File: src/rtl/imm_decode_stage_if.sv
// Handshake bundle between fetch, the immediate-decode stage and register-read.
// The slave side belongs to the decode stage; the master side is its environment.
interface imm_decode_stage_if #(
    parameter int XLEN = 32
) ();
    logic            in_valid;
    logic            in_ready;
    logic [31:0]     in_instr;
    logic [XLEN-1:0] in_pc;

    logic            out_valid;
    logic            out_ready;
    logic [XLEN-1:0] out_imm;
    logic [2:0]      out_fmt;
    logic            out_illegal;
    logic [XLEN-1:0] out_pc;
    logic [31:0]     out_instr;

    modport slave (
        input  in_valid, in_instr, in_pc, out_ready,
        output in_ready, out_valid, out_imm, out_fmt, out_illegal, out_pc, out_instr
    );

    modport master (
        output in_valid, in_instr, in_pc, out_ready,
        input  in_ready, out_valid, out_imm, out_fmt, out_illegal, out_pc, out_instr
    );
endinterface

File: src/rtl/imm_decode_stage.sv
// Immediate-decode pipeline stage: combinational RV32/RV64 immediate decode feeding a
// 2-entry output buffer with valid/ready on both sides, flush and an illegal counter.
module imm_decode_stage #(
    parameter int XLEN  = 32,
    parameter int CNT_W = 16
) (
    input  logic                 clk,
    input  logic                 rst,
    input  logic                 flush,
    imm_decode_stage_if.slave    bus,
    output logic [CNT_W-1:0]     illegal_cnt
);
    localparam bit IS_RV64 = (XLEN == 64);

    localparam logic [2:0] FMT_NONE = 3'd0;
    localparam logic [2:0] FMT_I    = 3'd1;
    localparam logic [2:0] FMT_S    = 3'd2;
    localparam logic [2:0] FMT_B    = 3'd3;
    localparam logic [2:0] FMT_U    = 3'd4;
    localparam logic [2:0] FMT_J    = 3'd5;
    localparam logic [2:0] FMT_Z    = 3'd6;

    localparam logic [6:0] OPC_OP_IMM    = 7'b0010011;
    localparam logic [6:0] OPC_LOAD      = 7'b0000011;
    localparam logic [6:0] OPC_JALR      = 7'b1100111;
    localparam logic [6:0] OPC_MISC_MEM  = 7'b0001111;
    localparam logic [6:0] OPC_SYSTEM    = 7'b1110011;
    localparam logic [6:0] OPC_OP_IMM_32 = 7'b0011011;
    localparam logic [6:0] OPC_STORE     = 7'b0100011;
    localparam logic [6:0] OPC_BRANCH    = 7'b1100011;
    localparam logic [6:0] OPC_LUI       = 7'b0110111;
    localparam logic [6:0] OPC_AUIPC     = 7'b0010111;
    localparam logic [6:0] OPC_JAL       = 7'b1101111;
    localparam logic [6:0] OPC_OP        = 7'b0110011;
    localparam logic [6:0] OPC_OP_32     = 7'b0111011;

    // ---------------- combinational decode ----------------
    logic [31:0]     instr;
    logic [6:0]      opcode;
    logic            sgn;
    logic [XLEN-1:0] imm_i, imm_s, imm_b, imm_u, imm_j, imm_z;
    logic [XLEN-1:0] dec_imm;
    logic [2:0]      dec_fmt;
    logic            dec_illegal;

    assign instr  = bus.in_instr;
    assign opcode = instr[6:0];
    assign sgn    = instr[31];

    assign imm_i = {{(XLEN-12){sgn}}, instr[31:20]};
    assign imm_s = {{(XLEN-12){sgn}}, instr[31:25], instr[11:7]};
    assign imm_b = {{(XLEN-12){sgn}}, instr[7], instr[30:25], instr[11:8], 1'b0};
    // sign bit of U is instr[31] itself; the replication covers bits XLEN-1..31
    assign imm_u = {{(XLEN-31){sgn}}, instr[30:12], 12'b0};
    assign imm_j = {{(XLEN-20){sgn}}, instr[19:12], instr[20], instr[30:21], 1'b0};
    assign imm_z = {{(XLEN-5){1'b0}}, instr[19:15]};

    always_comb begin
        dec_imm     = '0;
        dec_fmt     = FMT_NONE;
        dec_illegal = 1'b0;
        if (instr[1:0] != 2'b11) begin
            dec_illegal = 1'b1;
        end else begin
            unique case (opcode)
                OPC_OP_IMM, OPC_LOAD, OPC_JALR, OPC_MISC_MEM: begin
                    dec_imm = imm_i;
                    dec_fmt = FMT_I;
                end
                OPC_SYSTEM: begin
                    if (instr[14]) begin
                        dec_imm = imm_z;
                        dec_fmt = FMT_Z;
                    end else begin
                        dec_imm = imm_i;
                        dec_fmt = FMT_I;
                    end
                end
                OPC_OP_IMM_32: begin
                    if (IS_RV64) begin
                        dec_imm = imm_i;
                        dec_fmt = FMT_I;
                    end else begin
                        dec_illegal = 1'b1;
                    end
                end
                OPC_STORE: begin
                    dec_imm = imm_s;
                    dec_fmt = FMT_S;
                end
                OPC_BRANCH: begin
                    dec_imm = imm_b;
                    dec_fmt = FMT_B;
                end
                OPC_LUI, OPC_AUIPC: begin
                    dec_imm = imm_u;
                    dec_fmt = FMT_U;
                end
                OPC_JAL: begin
                    dec_imm = imm_j;
                    dec_fmt = FMT_J;
                end
                OPC_OP: begin
                    dec_fmt = FMT_NONE;
                end
                OPC_OP_32: begin
                    dec_illegal = !IS_RV64;
                end
                default: begin
                    dec_illegal = 1'b1;
                end
            endcase
        end
    end

    // ---------------- 2-entry output buffer ----------------
    logic [1:0]      count;
    logic            head;
    logic            tail;
    logic            push;
    logic            pop;
    logic [XLEN-1:0] imm_q   [2];
    logic [2:0]      fmt_q   [2];
    logic            ill_q   [2];
    logic [XLEN-1:0] pc_q    [2];
    logic [31:0]     instr_q [2];

    // in_ready depends only on registered state, never on out_ready
    assign bus.in_ready  = (count != 2'd2);
    assign bus.out_valid = (count != 2'd0);
    assign push = bus.in_valid && bus.in_ready && !flush;
    assign pop  = bus.out_valid && bus.out_ready;

    assign bus.out_imm     = imm_q[head];
    assign bus.out_fmt     = fmt_q[head];
    assign bus.out_illegal = ill_q[head];
    assign bus.out_pc      = pc_q[head];
    assign bus.out_instr   = instr_q[head];

    always_ff @(posedge clk or posedge rst) begin
        if (rst) begin
            count <= 2'd0;
            head  <= 1'b0;
            tail  <= 1'b0;
        end else if (flush) begin
            count <= 2'd0;
            head  <= 1'b0;
            tail  <= 1'b0;
        end else begin
            if (push) tail <= ~tail;
            if (pop)  head <= ~head;
            unique case ({push, pop})
                2'b10:   count <= count + 2'd1;
                2'b01:   count <= count - 2'd1;
                default: count <= count;
            endcase
        end
    end

    always_ff @(posedge clk or posedge rst) begin
        if (rst) begin
            for (int i = 0; i < 2; i++) begin
                imm_q[i]   <= '0;
                fmt_q[i]   <= FMT_NONE;
                ill_q[i]   <= 1'b0;
                pc_q[i]    <= '0;
                instr_q[i] <= '0;
            end
        end else if (push) begin
            imm_q[tail]   <= dec_imm;
            fmt_q[tail]   <= dec_fmt;
            ill_q[tail]   <= dec_illegal;
            pc_q[tail]    <= bus.in_pc;
            instr_q[tail] <= instr;
        end
    end

    // a pop in a flush cycle is still a delivery, so it is counted
    always_ff @(posedge clk or posedge rst) begin
        if (rst) begin
            illegal_cnt <= '0;
        end else if (pop && ill_q[head] && (illegal_cnt != {CNT_W{1'b1}})) begin
            illegal_cnt <= illegal_cnt + CNT_W'(1);
        end
    end
endmodule

File: src/flat_wrapper.sv
// flat-port wrapper written by rule: the top's interface ports become plain ports
module imm_decode_stage_flat 
#(
    parameter int XLEN  = 32,
    parameter int CNT_W = 16
)
  (clk, rst, flush, illegal_cnt, bus_in_valid, bus_in_instr, bus_in_pc, bus_out_ready, bus_in_ready, bus_out_valid, bus_out_imm, bus_out_fmt, bus_out_illegal, bus_out_pc, bus_out_instr);
  imm_decode_stage_if #(.XLEN(XLEN)) bus_i ();
  input  logic clk;
  input  logic rst;
  input  logic flush;
  output logic [CNT_W-1:0] illegal_cnt;
  input wire logic [$bits(bus_i.in_valid)-1:0] bus_in_valid;
  input wire logic [$bits(bus_i.in_instr)-1:0] bus_in_instr;
  input wire logic [$bits(bus_i.in_pc)-1:0] bus_in_pc;
  input wire logic [$bits(bus_i.out_ready)-1:0] bus_out_ready;
  output wire logic [$bits(bus_i.in_ready)-1:0] bus_in_ready;
  output wire logic [$bits(bus_i.out_valid)-1:0] bus_out_valid;
  output wire logic [$bits(bus_i.out_imm)-1:0] bus_out_imm;
  output wire logic [$bits(bus_i.out_fmt)-1:0] bus_out_fmt;
  output wire logic [$bits(bus_i.out_illegal)-1:0] bus_out_illegal;
  output wire logic [$bits(bus_i.out_pc)-1:0] bus_out_pc;
  output wire logic [$bits(bus_i.out_instr)-1:0] bus_out_instr;
  assign bus_i.in_valid = bus_in_valid;
  assign bus_i.in_instr = bus_in_instr;
  assign bus_i.in_pc = bus_in_pc;
  assign bus_i.out_ready = bus_out_ready;
  assign bus_in_ready = bus_i.in_ready;
  assign bus_out_valid = bus_i.out_valid;
  assign bus_out_imm = bus_i.out_imm;
  assign bus_out_fmt = bus_i.out_fmt;
  assign bus_out_illegal = bus_i.out_illegal;
  assign bus_out_pc = bus_i.out_pc;
  assign bus_out_instr = bus_i.out_instr;
  imm_decode_stage #(.XLEN(XLEN), .CNT_W(CNT_W)) u_core (.clk(clk), .rst(rst), .flush(flush), .bus(bus_i), .illegal_cnt(illegal_cnt));
endmodule
File: config.mk
export PLATFORM = sky130hd
export DESIGN_NAME = imm_decode_stage_flat
export DESIGN_NICKNAME = d
export VERILOG_FILES = /design/src/rtl/imm_decode_stage_if.sv /design/src/rtl/imm_decode_stage.sv /design/src/flat_wrapper.sv
export SDC_FILE = /design/constraint.sdc
export NUM_CORES = 1
export LEC_CHECK = 0
export CAP_MARGIN = 20
export CORE_MARGIN = 8
export CORE_UTILIZATION = 35
export CTS_CLUSTER_SIZE = 8
export DETAILED_ROUTE_END_ITERATION = 12
export SYNTH_ARGS = -nofsm -noshare
export SYNTH_HDL_FRONTEND = slang
export SYNTH_SLANG_ARGS = --single-unit
File: constraint.sdc
create_clock -name clk -period 7.4 [get_ports clk]
set_clock_uncertainty 0.2 [all_clocks]
set_input_delay 0.74 -clock clk [delete_from_list [all_inputs] [get_ports clk]]
set_output_delay 0.74 -clock clk [all_outputs]
set_load 0.01 [all_outputs]
Word level (Yosys, flattened, before mapping):

Cells that the tools add are included.

* register bits: 220
* input bits: 69
* output and inout bits: 118
* word-level logic and storage cells: 94

* add/sub/neg operators: 3
* order comparisons: 3
* equality and inequality tests: 16
* mux-type cells: 40
* bitwise gates (word level): 4
* reductions and logical operators: 14

Operator list (number)
* 2-to-1 mux 32 bit: 12
* bitwise mux 64 bit: 3
* case mux 32 bit (6 select lines): 1
* demux 32 bit (select 1 bit): 1
* == test 7 bit (second input constant): 4
* == test 7 x 6 -> 1 bit (second input constant): 3
* 2-to-1 mux 3 bit: 6
* case mux 3 bit (6 select lines): 1
* adder 16 x 1 -> 16 bit (second input constant): 1
* inequality test 16 bit (second input constant): 1
* == test 7 x 5 -> 1 bit (second input constant): 2
* OR reduction 11 bit: 1
* 2-to-1 mux 1 bit: 10
* == test 7 x 2 -> 1 bit (second input constant): 1
* == test 7 x 4 -> 1 bit (second input constant): 1
* bitwise mux 6 bit: 1
* logical AND 1 bit: 6
* nonzero test 2 bit: 3
* greater-or-equal comparator 2 bit (second input constant): 2
* inequality test 2 bit (second input constant): 2
* NOT 1 -> 2 bit: 2
* case mux 2 bit (2 select lines): 1
* OR reduction 4 bit: 1
* demux 3 bit (select 1 bit): 1
* 12 further kinds: 13

Depth between registers and ports, before layout:

* word-level depth: 6
* mapped depth: 8
* depth with buffers taken out: 5

Worst setup path before layout:

No wires, ideal clock.

* path type: input -> register
* start point: input port bus_in_instr[6]
* end point: register u_core.imm_q[13] in the netlist's numbering
* library setup time: 0.082 ns
* arrival time: 2.019 ns
* required time: 7.118 ns
* path slack: 5.099 ns
* stages on the path: 6
* path through: buf_2 > or3b_4 > a2111oi_4 > a31oi_4 > buf_6 > a31oi_1

* cells in the longest elaborated chain, start to end: 5
* elaborated cells on any way between the ends: 15

Ends and longest elaborated chain
* start: declaration: line flat_wrapper.sv:14 `input wire logic [$bits(bus_i.in_instr)-1:0] bus_in_instr;`
* == test 7 x 5 -> 1 bit (tied with other cells): line imm_decode_stage.sv:65 `unique case (opcode)`
* OR reduction 4 bit or OR reduction 2 bit (tied branches)
* case mux 32 bit (6 select lines) (*): line imm_decode_stage.sv:65
* 2-to-1 mux 32 bit (*): line imm_decode_stage.sv:62 `if (instr[1:0] != 2'b11) begin`
* bitwise mux 64 bit (*): line imm_decode_stage.sv:170 `imm_q[tail] <= dec_imm;`
* end signal: indexed assignment: line imm_decode_stage.sv:170
* end: declaration: line imm_decode_stage.sv:122 `logic [XLEN-1:0] imm_q [2];`

Mark *: on every way between the ends. The rest lies on a longest branch, timed or not.
A chain may end at the register's enable or synchronous reset.

Final worst setup path:

* start point: register u_core.head
* end point: output port bus_out_illegal

* cells in the longest elaborated chain, start to end: 4

Ends and longest elaborated chain
* start: declaration: line imm_decode_stage.sv:118 `logic head;`
* start signal: assignment: line imm_decode_stage.sv:151 `if (pop) head <= ~head;`
* NOT 1 -> 2 bit (implied by the code): line imm_decode_stage.sv:136 `assign bus.out_illegal = ill_q[head];`
* 2-to-1 mux 1 bit (implied by the code) (3 in series): line imm_decode_stage.sv:136
* end: declaration: line flat_wrapper.sv:21 `output wire logic [$bits(bus_i.out_illegal)-1:0] bus_out_illegal;`

No other way between the ends. The select of a mux whose other input is x is not followed.

==> run_results.csv <==
group,metric,value,unit
pwr,p_int,2.65,mW
finish,fillers,2811,
logic_synthesis,synth_fa_ha_area_frac,0.00121,
floorplan,io-pin-count,187,
logic_synthesis,syn_area,10400,um2
pwr,p_per_area,276,nW/um2
critical_path,critPathLaunchType,"flip-flop",
clock_network,root_buffer,"clkbuf_16",
finish,drive_above_1_share,0.136,
timing,fin_crit,4170,ps
global_route,grt_max_degree,84,
timing,tns,0,ps
pwr,leakage,6.21,nW
timing,worst_hold_slack,264,ps
global_route,antenna_found_initial,0,
logic_synthesis,synth-simple-area-share,0.224,
logic_synthesis,synth_cells,1090,
critical_path,critPathArrivalTime,3230,ps
clock_network,cts-resized-gates,0,
clock_network,htreeDepth,1,
finish,layout.cells.most_common,"nand2_1",
logic_synthesis,synthXorXnorAreaFrac,0.0118,
floorplan,num_rows,63,
pwr,power.switching,1.03,mW
clock_network,cts_buffers,31,
logic_synthesis,synth_edf_count,0,
pwr,pwr-share-comb,0.231,
clock_network,postCtsHoldBufs,0,
timing,hold_viol,0,
floorplan,die_area,35400,um2
global_route,grt_overflow,0,
detailed_routing,drt_iter0_drc,508,
flow_run,cap_violations,0,
timing,fin_crit_sh,0.563,
timing,worst_pin_slew,1020,ps
critical_path,cp.required,6460,ps
clock_network,clkSinkCount,220,
pwr,ir_worst_vdd,164,uV
clock_network,clkLatencyLatePin,530,ps
detailed_routing,drc,0,
timing,rsz0062_at_grt,"no",
clock_network,cts_tree,"built",
logic_synthesis,muxShareOfSynthArea,0.115,
timing,fmax,0.240,GHz
critical_path,worstPathMaxFanout,61,
floorplan,fp.coreArea,29400,um2
floorplan,start_util,0.353,
detailed_routing,postRouteAntennaNets,0,
floorplan,die_w,188,um
finish,areaGrowthSynthToFinish,28.6,%
pwr,power_frac_seq,0.429,
finish,nNetsFinal,1317,
finish,layoutNonFillerInstCount,1637,
placed_design,place.gp.congestion,0.797,
floorplan,die_h,188,um
clock_network,postCtsSetupBuffers,0,
logic_synthesis,synth_top_family_by_area,"simple AND/OR/NAND/NOR gates",
finish,layout_common_cells,"424 x nand2_1, 219 x dfrtp_1, 186 x clkdlybuf4s50_1, 104 x mux2_2, 41 x nor2_1",
detailed_routing,wl_per_cell,18.3,um
placed_design,io_buffers,186,
logic_synthesis,async_flop_share,1.00,
logic_synthesis,synth_compound_gate_area_share,0.0844,
pwr,p_sw_frac,0.279,
global_route,grt_pass1_vias,8393,
logic_synthesis,yosys_most_used_dff,"dfrtp_1",
logic_synthesis,ys_types,62,
placed_design,place_inst,1602,
global_route,grt_usage,0.165,
worst_hold_path,hp-class,"flip-flop to flip-flop",
detailed_routing,firstDrtPassIters,5,
timing,finalMaxSlewViolations,0,
logic_synthesis,ys_ff_latch,220,
placed_design,dp_hpwl,19200,um
clock_network,clk_pin_slew,50,ps
finish,antenna-diode-count,0,
logic_synthesis,syn_nets,1160,
timing,setup_viol,0,
timing,slew_headroom,0.318,
critical_path,end_kind,"output port",
outcome,status,"finished, final reports clean",
logic_synthesis,synth.avg_cell_area,9.52,um2
logic_synthesis,ys_warn_count,0,
detailed_routing,wl,29900,um
pwr,power.share.clock,0.339,
detailed_routing,vias,8204,
global_route,grt_pass1_wl,48000,um
clock_network,cts_max_path_buffers,3,
critical_path,worstSetupPathType,"flip-flop to output port",
detailed_routing,viasPerCell,5.01,
logic_synthesis,ys_seq_area_frac,0.530,
routing by layer:
| layer | GRT usage | vias up | routed length (um) |
|---|---|---|---|
| met5 | 0 | - | 0 |
| met4 | 0.0361 | 0 | 590 |
| met3 | 0.0357 | 38 | 1830 |
| met2 | 0.261 | 236 | 13400 |
| met1 | 0.229 | 3957 | 14100 |
| li1 | - | 3973 | - |
per-stage QoR:
step	area [um2]	total power, mW	utilization	worst slack [ps]
3_5_place_dp	12500	2.46	0.425	3720
3_3_place_gp	12500	2.44	0.425	3680
6_report	13400	3.68	0.454	3230
2_1_floorplan	10400	2.04	-	439
4_1_cts	13300	3.73	0.453	3130
5_1_grt	13400	3.88	0.454	3020
cells by family (layout without fill, tap and decap cells):
logic type      after synthesis  count (layout)
flops                       220             220
buf+inv                      79             236
compound gates              118             118
simple gates                552             552
fa+ha+maj                     1               1
mux                         106             106
xor+xnor                     14              14
critical path, cell delays in order (launching register included):
cell and delay (ps):
dfrtp_4 830, buf_4 830, mux2i_1 400, inv_1 100, clkdlybuf4s50_1 510
synthesized netlist by cell type, types with 7 or more instances:
master | count | area, um2
a21oi_1 | 9 | 45.0
o211ai_1 | 12 | 90.1
dfrtp_1 | 220 | 5510
a211o_1 | 12 | 105
buf_2 | 24 | 120
nor2_1 | 41 | 154
nand4_1 | 8 | 50.1
o21ai_0 | 20 | 100
a31oi_1 | 23 | 144
nand3_1 | 25 | 125
xor2_1 | 10 | 87.6
nor3_1 | 7 | 35.0
nand2_1 | 424 | 1590
clkbuf_1 | 38 | 143
and3_1 | 7 | 43.8
mux2_2 | 104 | 1170
registers in the layout, indices dropped and copies added, names as in the netlist:
| signal | flops |
|---|---|
| u_core.illegal_cnt | 16 |
| u_core.imm_q | 64 |
| u_core.ill_q | 2 |
| u_core.instr_q | 64 |
| u_core.tail | 1 |
| u_core.fmt_q | 6 |
| u_core.pc_q | 64 |
| u_core.count | 2 |
| u_core.head | 1 |
final cells by class:
cell class,count,area [um2],area share
multi-input combinational,791,4550,0.341
inverter,6,30.0,0.00225
timing repair buffer,197,1960,0.147
tap,390,488,0.0365
sequential,220,5510,0.413
clock buffer,32,779,0.0584
clock inverter,1,30.0,0.00225
final timing paths:
| kind | start | to | slack (ps) | depth (start not counted) |
|---|---|---|---|---|
| hold reg to reg | u_core.pc_q[11] | u_core.pc_q[11] | 260 | 2 |
| setup / recovery | u_core.head | bus_out_illegal | 3230 | 4 |
| hold / removal | u_core.pc_q[11] | u_core.pc_q[11] | 260 | 2 |
| setup reg to reg | u_core.head | u_core.illegal_cnt[7] | 3950 | 5 |
| min in group asynchronous | rst | u_core.pc_q[37] | 490 | 2 |
| max in group asynchronous | rst | u_core.pc_q[11] | 5200 | 3 |
power by group through the flow:
| stage | Clock (mW) | Combinational [mW] | Sequential (mW) |
|---|---|---|---|
| after global routing | 1.33 | 0.940 | 1.61 |
| after detailed placement | 0 | 0.865 | 1.60 |
| after CTS | 1.28 | 0.871 | 1.58 |
| after global placement | 0 | 0.855 | 1.59 |
| final | 1.25 | 0.852 | 1.58 |
| after floorplan | 0 | 0.479 | 1.56 |
(Power assumes the default switching activity.)
